### src/rtl/fx_add_subt_unit_pkg.sv
// Shared definitions for the chunked fixed-point add/subtract unit:
// FSM state encoding and default width constants.
package fx_add_subt_unit_pkg;

  localparam int W_DEF      = 32;
  localparam int CHUNK_DEF  = 8;
  localparam int NUM_CHUNKS = W_DEF / CHUNK_DEF;

  typedef enum logic [1:0] {
    IDLE = 2'd0,
    LOAD = 2'd1,
    CALC = 2'd2,
    DONE = 2'd3
  } state_t;

endpackage

### src/rtl/fx_add_subt_unit_add_chunk.sv
// Combinational CHUNK-bit adder slice; also reports the carry into its MSB
// so the top can derive signed overflow on the most significant chunk.
module add_chunk #(
  parameter int CHUNK = 8
) (
  input  logic [CHUNK-1:0] a,
  input  logic [CHUNK-1:0] b,
  input  logic             cin,
  output logic [CHUNK-1:0] sum,
  output logic             cout,
  output logic             c_msb
);

  logic [CHUNK-1:0] low;

  always_comb begin
    low                   = {1'b0, a[CHUNK-2:0]} + {1'b0, b[CHUNK-2:0]} + {{(CHUNK-1){1'b0}}, cin};
    c_msb                 = low[CHUNK-1];
    {cout, sum[CHUNK-1]}  = {1'b0, a[CHUNK-1]} + {1'b0, b[CHUNK-1]} + {1'b0, c_msb};
    sum[CHUNK-2:0]        = low[CHUNK-2:0];
  end

endmodule

### src/rtl/fx_add_subt_unit.sv
// Multi-cycle two's complement add/subtract: one CHUNK-wide slice per cycle.
// Optional macro ADD_SUBT_SAT_EN clamps the result on signed overflow.
module fx_add_subt_unit
  import fx_add_subt_unit_pkg::*;
#(
  parameter int W     = W_DEF,
  parameter int CHUNK = CHUNK_DEF
) (
  input  logic         clk,
  input  logic         reset,
  input  logic         beg_add_subt,
  input  logic         ack_add_subt,
  input  logic         operation,
  input  logic [W-1:0] Data_X,
  input  logic [W-1:0] Data_Y,
  output logic         ready_add_subt,
  output logic [W-1:0] Data_Result,
  output logic         overflow_flag
);

  localparam int NCH   = W / CHUNK;
  localparam int CNT_W = (NCH > 1) ? $clog2(NCH) : 1;
  localparam logic [CNT_W-1:0] LAST_K = CNT_W'(NCH - 1);

  state_t           state;
  logic [W-1:0]     x_reg;
  logic [W-1:0]     y_reg;
  logic [W-1:0]     sum_reg;
  logic             carry;
  logic [CNT_W-1:0] k;

  logic [CHUNK-1:0] a_chunk;
  logic [CHUNK-1:0] b_chunk;
  logic [CHUNK-1:0] s_chunk;
  logic             c_out;
  logic             c_msb;
  logic [W-1:0]     result_next;

  always_comb begin
    a_chunk = x_reg[k*CHUNK +: CHUNK];
    b_chunk = y_reg[k*CHUNK +: CHUNK];
  end

  add_chunk #(.CHUNK(CHUNK)) u_add_chunk (
    .a     (a_chunk),
    .b     (b_chunk),
    .cin   (carry),
    .sum   (s_chunk),
    .cout  (c_out),
    .c_msb (c_msb)
  );

  // Clamp direction follows the sign of X: overflow only happens when the
  // effective operands share X's sign.
  always_comb begin
`ifdef ADD_SUBT_SAT_EN
    if (overflow_flag)
      result_next = x_reg[W-1] ? {1'b1, {(W-1){1'b0}}} : {1'b0, {(W-1){1'b1}}};
    else
      result_next = sum_reg;
`else
    result_next = sum_reg;
`endif
  end

  always_ff @(posedge clk) begin
    if (reset) begin
      state          <= IDLE;
      ready_add_subt <= 1'b0;
      Data_Result    <= '0;
      overflow_flag  <= 1'b0;
      carry          <= 1'b0;
      k              <= '0;
      x_reg          <= '0;
      y_reg          <= '0;
      sum_reg        <= '0;
    end else begin
      case (state)
        IDLE: begin
          if (beg_add_subt) state <= LOAD;
        end
        LOAD: begin
          x_reg <= Data_X;
          y_reg <= operation ? ~Data_Y : Data_Y;
          carry <= operation;
          k     <= '0;
          state <= CALC;
        end
        CALC: begin
          sum_reg[k*CHUNK +: CHUNK] <= s_chunk;
          carry                     <= c_out;
          k                         <= k + 1'b1;
          if (k == LAST_K) begin
            overflow_flag <= c_msb ^ c_out;
            state         <= DONE;
          end
        end
        DONE: begin
          // First DONE cycle publishes the result; ack is honoured once ready.
          if (!ready_add_subt) begin
            ready_add_subt <= 1'b1;
            Data_Result    <= result_next;
          end else if (ack_add_subt) begin
            ready_add_subt <= 1'b0;
            state          <= IDLE;
          end
        end
        default: state <= IDLE;
      endcase
    end
  end

endmodule

### config.mk
export PLATFORM = sky130hd
export DESIGN_NAME = fx_add_subt_unit
export DESIGN_NICKNAME = d
export VERILOG_FILES = /design/src/rtl/fx_add_subt_unit_pkg.sv /design/src/rtl/fx_add_subt_unit_add_chunk.sv /design/src/rtl/fx_add_subt_unit.sv
export SDC_FILE = /design/constraint.sdc
export NUM_CORES = 1
export LEC_CHECK = 0
export BUFFER_PORTS_ARGS = -buffer_cell sky130_fd_sc_hd__buf_2
export CORE_MARGIN = 2
export CORE_UTILIZATION = 47
export DETAILED_ROUTE_END_ITERATION = 8
export MAX_ROUTING_LAYER = met4
export PLACE_DENSITY = 0.81
export SKIP_CTS_REPAIR_TIMING = 1
export SLEW_MARGIN = 10
export SYNTH_ARGS = -nofsm -noshare
export SYNTH_HDL_FRONTEND = slang
export SYNTH_SLANG_ARGS = --single-unit
export TNS_END_PERCENT = 100
### constraint.sdc
create_clock -name clk -period 3 [get_ports clk]
set_input_delay 0.3 -clock clk [delete_from_list [all_inputs] [get_ports clk]]
set_output_delay 0.3 -clock clk [all_outputs]
set_load 0.02 [all_outputs]
# Word level (Yosys, flattened, before mapping)

Cells that the tools add are included.

Register bits: 135
Input port bits: 69
Logic and storage cells: 46

$add $sub $neg: 6
Equal/unequal tests: 8
Shifts and indexed selects: 4
Mux-type cells: 11
Bitwise gates (word level): 3
Reductions and logical operators: 5

Operator list:

| kind                    | number |
|---|---|
| $shiftx 32x6->8         | 2 |
| $neg 5->34              | 1 |
| $shift 8x34->32 const A | 1 |
| $shiftx 8x34->32        | 1 |
| $bwmux 32               | 1 |
| $mux 32                 | 1 |
| $not 32->32             | 1 |
| $add 7x7->8             | 1 |
| $add 8x1->8             | 1 |
| $mux 2                  | 4 |
| $ne 2x2->1 const B      | 4 |
| $pmux 2 s4              | 1 |
| $eq 2x2->1 const B      | 3 |
| $pmux 2 s2              | 1 |
| $reduce_and 2->1        | 2 |
| $reduce_and 4->1        | 1 |
| $add 1x1->2             | 1 |
| $add 2x1->2             | 1 |
| $add 2x1->2 const B     | 1 |
| $eq 2x1->1 const B      | 1 |
| $logic_not 2->1         | 1 |
| $mux 1                  | 2 |
| $pmux 1 s2              | 1 |
| $reduce_bool 2->1       | 1 |
| other kinds (2)         | 2 |

# Logic depth before layout (Yosys ltp)

Gate-level depths: netlist of run 1.

Depth in word-level cells: 6
Mapped depth: 11

# Cells and area by module

From an unflattened synthesis of run 1, not the netlist that was laid out.

Cells, all modules: 619
Area total of the unflattened synthesis: 5,953.2 um2

Modules (own cells, without submodules):

| module           | times used | cells each | area each (um2) | seq. area each (um2) |
|---|---|---|---|---|
| fx_add_subt_unit | 1          | 577        | 5,619.1         | 2,702.6 |
| add_chunk        | 1          | 42         | 334.1           | 0.0 |

# Least setup slack after synthesis of run 1

OpenSTA, ideal clock, no wires.

Path kind: flip-flop to flip-flop
From: register k[0]
To: register sum_reg[31], in the netlist result_next[31]
Library setup time: 70 ps
Data arrival time: 2,911 ps
Data required time: 2,930 ps
Path slack: 19 ps
Stages on the path, launching flop included: 12
Buffers on the path: 2
Period minus slack after synthesis: 2,981 ps
Path through: dfxtp_1 -> buf_4 -> buf_4 -> mux4_2 -> fa_1 -> a211oi_2 -> o211ai_1 -> a21oi_2 -> fa_1 -> inv_1 -> nand2_1 -> a21oi_1

Cells in the longest elaborated chain, start to end: 6
Elaborated cells on any way between the ends: 10
Those cells by class: add/sub: 5; shift: 4; mux: 1

RTL lines:

| element                            | line                                           | source |
|---|---|---|
| start, declared                    | fx_add_subt_unit.sv:30                         | `logic [CNT_W-1:0] k;` |
| start signal, assigned             | fx_add_subt_unit.sv:92                         | `k <= k + 1'b1;` |
| $shiftx 32x6->8 (on tied branches) | fx_add_subt_unit.sv:40, fx_add_subt_unit.sv:41 |  |
| $add 7x7->8                        | fx_add_subt_unit_add_chunk.sv:17               | `low = {1'b0, a[CHUNK-2:0]} + {1'b0, b[CHUNK-2:0]} + {{(CHUNK-1){1'b0}}, cin};` |
| $add 8x1->8                        | fx_add_subt_unit_add_chunk.sv:17               |  |
| $add 2x1->2                        | fx_add_subt_unit_add_chunk.sv:19               | `{cout, sum[CHUNK-1]} = {1'b0, a[CHUNK-1]} + {1'b0, b[CHUNK-1]} + {1'b0, c_msb};` |
| $shiftx 8x34->32                   | fx_add_subt_unit.sv:90                         | `sum_reg[k*CHUNK +: CHUNK] <= s_chunk;` |
| $bwmux 32 *                        | fx_add_subt_unit.sv:90                         |  |
| end signal, assigned by index      | fx_add_subt_unit.sv:90                         |  |
| end, declared                      | fx_add_subt_unit.sv:28                         | `logic [W-1:0] sum_reg;` |

Every way passes the cells marked *; elsewhere a longest branch is shown, timed or not.
A chain may end at the register's enable or synchronous reset.

# Worst setup path after layout of run 1

From: register k[1]
To: register overflow_flag

Cells in the longest elaborated chain, start to end: 5
Elaborated cells on any way between the ends: 9
Those cells by class: add/sub: 4; eq/ne: 1; shift: 2; bitwise: 1; reduce/logical: 1

RTL lines:

| element                            | line                                           | source |
|---|---|---|
| $shiftx 32x6->8 (on tied branches) | fx_add_subt_unit.sv:40, fx_add_subt_unit.sv:41 |  |
| $add 7x7->8                        | fx_add_subt_unit_add_chunk.sv:17               |  |
| $add 8x1->8                        | fx_add_subt_unit_add_chunk.sv:17               |  |
| $add 2x1->2                        | fx_add_subt_unit_add_chunk.sv:19               |  |
| $xor 1x1->1                        | fx_add_subt_unit.sv:94                         | `overflow_flag <= c_msb ^ c_out;` |
| end signal, assigned               | fx_add_subt_unit.sv:94                         |  |
| end, declared                      | fx_add_subt_unit.sv:18                         | `output logic overflow_flag` |

Parallel ways exist; a longest one is shown, timed or not.

==> results of run 1 <==
[final timing paths]
check                                startpoint               to
worst min register to register  Data_Result[30]  Data_Result[30]
worst max register to register             k[1]    overflow_flag
worst max-delay path                       k[1]    overflow_flag
worst min-delay path                 Data_X[11]        x_reg[11]
[kinds of logic after synthesis]
logic type | Yosys count | share of synthesized area (%)
xor gates and xnor gates | 36 | 5.394
and+or+nand+nor | 193 | 14.23
AOI/OAI and AO/OA | 119 | 13.48
DFF | 135 | 46.23
adders and majority gates | 19 | 4.452
muxes | 50 | 11.99
buffers and inverters | 59 | 4.217
[power by group]
group | internal [mW] | switching, mW
registers | 2.10 | 0.211
logic | 0.794 | 1.03
clock network | 1.20 | 0.696
total | 4.09 | 1.94
[layout make-up]
type,instances,area (sq um)
Timing Repair Buffer,117,640.6
Tap cell,168,210.2
Clock inverter,2,12.51
Clock buffer,27,533.0
Multi-Input combinational cell,417,2947
Fill cell,1013,4947
Inverter,17,63.81
Sequential cell,135,2708
[worst max-delay path: cells and delay by family (launching register included)]
family / cells / cell delay (ps)
xor gates and xnor gates: 1 / 150
AOI/OAI and AO/OA: 4 / 840
buffers and inverters: 1 / 150
DFF: 1 / 370
muxes: 1 / 550
adders and majority gates: 2 / 780
[metrics by stage]
stage          setup TNS, ps  hold WS, ps  cells  cell area [sq um]  power [mW]
2_1_floorplan              0        432.0    611               5846       3.578
3_3_place_gp               0        441.7    853               6506       3.995
3_5_place_dp               0        446.5    853               6506       4.090
4_1_cts                    0        116.9    882               7052       5.990
5_1_grt               -24.32        138.4    883               7114       6.355
6_report                   0        126.6    883               7114       6.033
[per-layer routing]
metal	up-vias	track usage (%)	routed length [um]
li1	2290	-	-
met1	2222	25.41	5779
met2	125	36.30	6869
met3	16	5.073	574
met4	0	8.434	210
met5	-	-	0
[synth_stat cells (all sizes together)]
| master | instances |
|---|---|
| fa | 3 |
| a21oi | 40 |
| buf | 21 |
| xnor2 | 35 |
| nor2 | 98 |
| dfxtp | 135 |
| nand2b | 8 |
| a211oi | 35 |
| ha | 16 |
| inv | 17 |
| nor3b | 1 |
| nor2b | 2 |
| o21ai | 8 |
| nand3b | 4 |
| a31oi | 1 |
| a21o | 1 |
| o211ai | 2 |
| nor4b | 1 |
| a311oi | 2 |
| nor4 | 2 |
| nand2 | 71 |
| mux2i | 34 |
| o21a | 1 |
| o31a | 1 |
| nand3 | 3 |
| clkbuf | 21 |
| nor3 | 3 |
| a222oi | 1 |
| a22oi | 27 |
| mux4 | 16 |
| xor2 | 1 |
==> results.yml, run 1 <==
drt:
  drt_wl_total_um: 13430
  drc_errors: 0
  wire_per_inst_um: 15.21
  first_pass_iters: 4
  drtIter0Drc: 275
  ant_nets: 0
  viasPerCell: 5.270
  vias: 4653
pwr:
  p_per_area_mw_per_mm2: 848.0
  vdd_drop_max_mv: 0.5813
  leakagePower_nw: 2.736
clocking:
  clockBufferDepth: 2
  cts_tree: "yes"
  root_buffer: "clkbuf_16"
  cts_made_buffers: 17
  worstSkewPairLatency_ps: 410
  cts.sinks: 135
  path_clk_slew_ps: 50
  h-tree-depth: 4
critical_path:
  crit_type: "register to register"
  critPathRequiredTime_ps: 3300
  r2r_slack_ps: 60
  end_kind: "register"
  critPathMaxStageDelay_ps: 550
  worst_path_max_delay_cell: "mux4_2"
  arrival_ps: 3240
  critical_path.startpoint_type: "register"
  worst_path_most_repeated_cell: "o211ai_1"
  ff2ff_path_depth: 9
  worstPathMaxFanout: 5
  crit_chain: "buf_6 > mux4_2 > ha_1 > o211ai_1 > o211ai_1 > a21oi_2 > fa_1 > xnor2_1 > a311oi_1"
sta:
  setup_ws_ps: 58.99
  hold_viol: 0
  finalCriticalPeriod_ps: 2941
  maxSlewViolCount: 0
  skew_ps: 9.142
  period_share_pct: 98.03
  setup_viol: 0
  worstMarginPinSlew_ps: 1114
  slew-limit-headroom_pct: 25.71
  clock.fmax_mhz: 340.0
finish:
  layout_commonest_cell: "dfxtp_1"
  fin_util_pct: 58.98
  final_cell_mix: "dfxtp_1 (133), buf_2 (101), nor2_1 (98), nand2_1 (71), a21oi_1 (39)"
  nets: 793
  area.growth.synth_to_final_pct: 21.70
  drive_above_1_share_pct: 24.48
  antennaDiodeCount: 0
synthesis:
  synth_area_leaders: "dfxtp_1 (46%), nor2_1 (6.3%), mux4_2 (6.2%), mux2i_1 (5.8%), xnor2_1 (5.2%)"
  syn_area_sq_mm: 0.005846
  synth_nets: 699
  yosysTopAreaCellShare_pct: 46.23
  yosysTopAreaCell: "dfxtp_1"
  synthDistinctLibCells: 38
  avgSynthCellArea_sq_um: 9.567
  yosys_warnings: 0
  seq_area_frac_synth_pct: 46.23
  synth-seq-cells: 135
  synth_cells: 611
placed_design:
  pre_cts_ws_ps: 47.79
  port_buffers: 102
  routabilityCongestion: 0.8746
  dp_hpwl_um: 9560
global_routing:
  antenna_found_initial: 0
  grt.total_usage_pct: 21.73
  first_global_vias: 4587
  grt_pass1_wl_um: 21920
  grt_max_degree: 84
  overflow: 0
floorplan:
  die_x_um: 115.5
  coreArea_sq_mm: 0.01206
  fp-row-count: 40
  initial_utilization_pct: 48.46
  pin_count: 103
  die_h_um: 115.5
  dieArea_sq_mm: 0.01335
min_path:
  hold_class: "primary input to register"
  holdPathStages: 3
run:
  maxCapViolations: 0
outcome:
  status: "finished, final reports clean"
Note: power is estimated with default switching activity, not from simulation.
==> inputs of run 2 (changes only) <==
- PLACE_DENSITY: 0.81 -> 0.7
==> results.yml, run 2 (synthesis gave the netlist of run 1 again) <==
clocking:
  path_clk_slew_ps: 60
  cts_made_buffers: 17
  root_buffer: "clkbuf_16"
  h-tree-depth: 4
  clockBufferDepth: 2
  worstSkewPairLatency_ps: 410
  cts.sinks: 135
  cts_tree: "yes"
sta:
  hold_ws_ps: 122.5
  skew_ps: 7.643
  clock.fmax_mhz: 348.4
  finalCriticalPeriod_ps: 2870
  rsz0062_at_grt: "no"
  setup_viol: 0
  period_share_pct: 95.67
  worstMarginPinSlew_ps: 1144
  hold_viol: 0
  setup_tns_ps: 0
  maxSlewViolCount: 0
  slew-limit-headroom_pct: 23.74
global_routing:
  overflow: 0
  grt_pass1_wl_um: 21740
  grt.total_usage_pct: 21.53
  first_global_vias: 4482
  antenna_found_initial: 0
  grt_max_degree: 80
critical_path:
  ff2ff_path_depth: 10
  crit_type: "register to register"
  worstPathMaxFanout: 10
  r2r_slack_ps: 130
  worstReg2RegEnd: "result_next[7]"
  end_kind: "register"
  critical_path.startpoint_type: "register"
  critPathRequiredTime_ps: 3260
  arrival_ps: 3130
  r2r_start: "k[1]"
placed_design:
  port_buffers: 102
  routabilityCongestion: 0.8657
  dp.cells: 853
  dp_hpwl_um: 9506
finish:
  drive_above_1_share_pct: 24.76
  nets: 794
  fin_cells: 887
  fin_util_pct: 59.40
  antennaDiodeCount: 0
  final_cell_mix: "dfxtp_1 (133), buf_2 (101), nor2_1 (97), nand2_1 (71), a21oi_1 (39)"
  area.growth.synth_to_final_pct: 22.56
  layout_commonest_cell: "dfxtp_1"
drt:
  vias: 4635
  drtIter0Drc: 287
  first_pass_iters: 5
  drc_errors: 0
  drt_wl_total_um: 13510
  wire_per_inst_um: 15.23
  viasPerCell: 5.225
  ant_nets: 0
floorplan:
  fp-row-count: 40
  dieArea_sq_mm: 0.01335
  initial_utilization_pct: 48.46
  coreArea_sq_mm: 0.01206
  die_h_um: 115.5
  pin_count: 103
  die_x_um: 115.5
pwr:
  p_per_area_mw_per_mm2: 853.0
  total_power_mw: 6.111
  leakagePower_nw: 2.754
  vdd_drop_max_mv: 0.5568
min_path:
  hold_class: "primary input to register"
  hold_end: "x_reg[25]"
  hold_start: "Data_X[25]"
  holdPathStages: 3
run:
  maxCapViolations: 0
outcome:
  status: "finished, final reports clean"
## run 2: cell count changes in the layout (fill, tap and decap cells not counted), moves of 2 or more
cell        before  now
clkinvlp_4       1    5
clkbuf_8         7    4
buf_12           0    2
clkbuf_1         3    1
## run 2: how the worst max path moves through the flow
stage	start	to	depth (start not counted)
6_report	k[1]	result_next[7]	10
5_1_grt	k[1]	result_next[23]	10
4_1_cts	k[1]	result_next[31]	10
3_5_place_dp	k[1]	result_next[31]	10
3_3_place_gp	k[0]	result_next[31]	10
2_1_floorplan	k[0]	result_next[31]	11
## run 2: final cells by class
type / count / area, sq um
Clock buffer: 22 / 484.2
Clock inverter: 10 / 95.09
Fill cell: 1025 / 4897
Inverter: 17 / 63.81
Multi-Input combinational cell: 417 / 2927
Sequential cell: 135 / 2705
Tap cell: 168 / 210.2
Timing Repair Buffer: 118 / 679.4
## run 2: critical path, stage by stage (launching register included)
cell and delay (ps):
dfxtp_2 400, buf_12 160, mux4_2 510, ha_1 350, o211ai_1 120, o211ai_1 240
a21oi_2 110, fa_1 520, inv_1 80, a22oi_1 170, nor2_1 60
## run 2: per-stage QoR
stage / instance area, sq um / worst slack, ps
2_1_floorplan: 5846 / 18.70
3_3_place_gp: 6531 / 165.5
3_5_place_dp: 6531 / 86.43
4_1_cts: 7111 / 69.12
5_1_grt: 7164 / 11.46
6_report: 7164 / 129.9
## run 2: per-layer routing
metal | global-route usage (%) | up-vias | wire length [um]
met5 | - | - | 0
met4 | 10.36 | 0 | 272
met3 | 4.341 | 28 | 589
met2 | 34.11 | 116 | 6577
met1 | 26.35 | 2190 | 6070
li1 | - | 2301 | -
## run 2: where the power goes
group,internal [mW],switching [mW]
Clock,1.23,0.766
Sequential,2.10,0.218
Combinational,0.790,1.01
Total,4.12,1.99
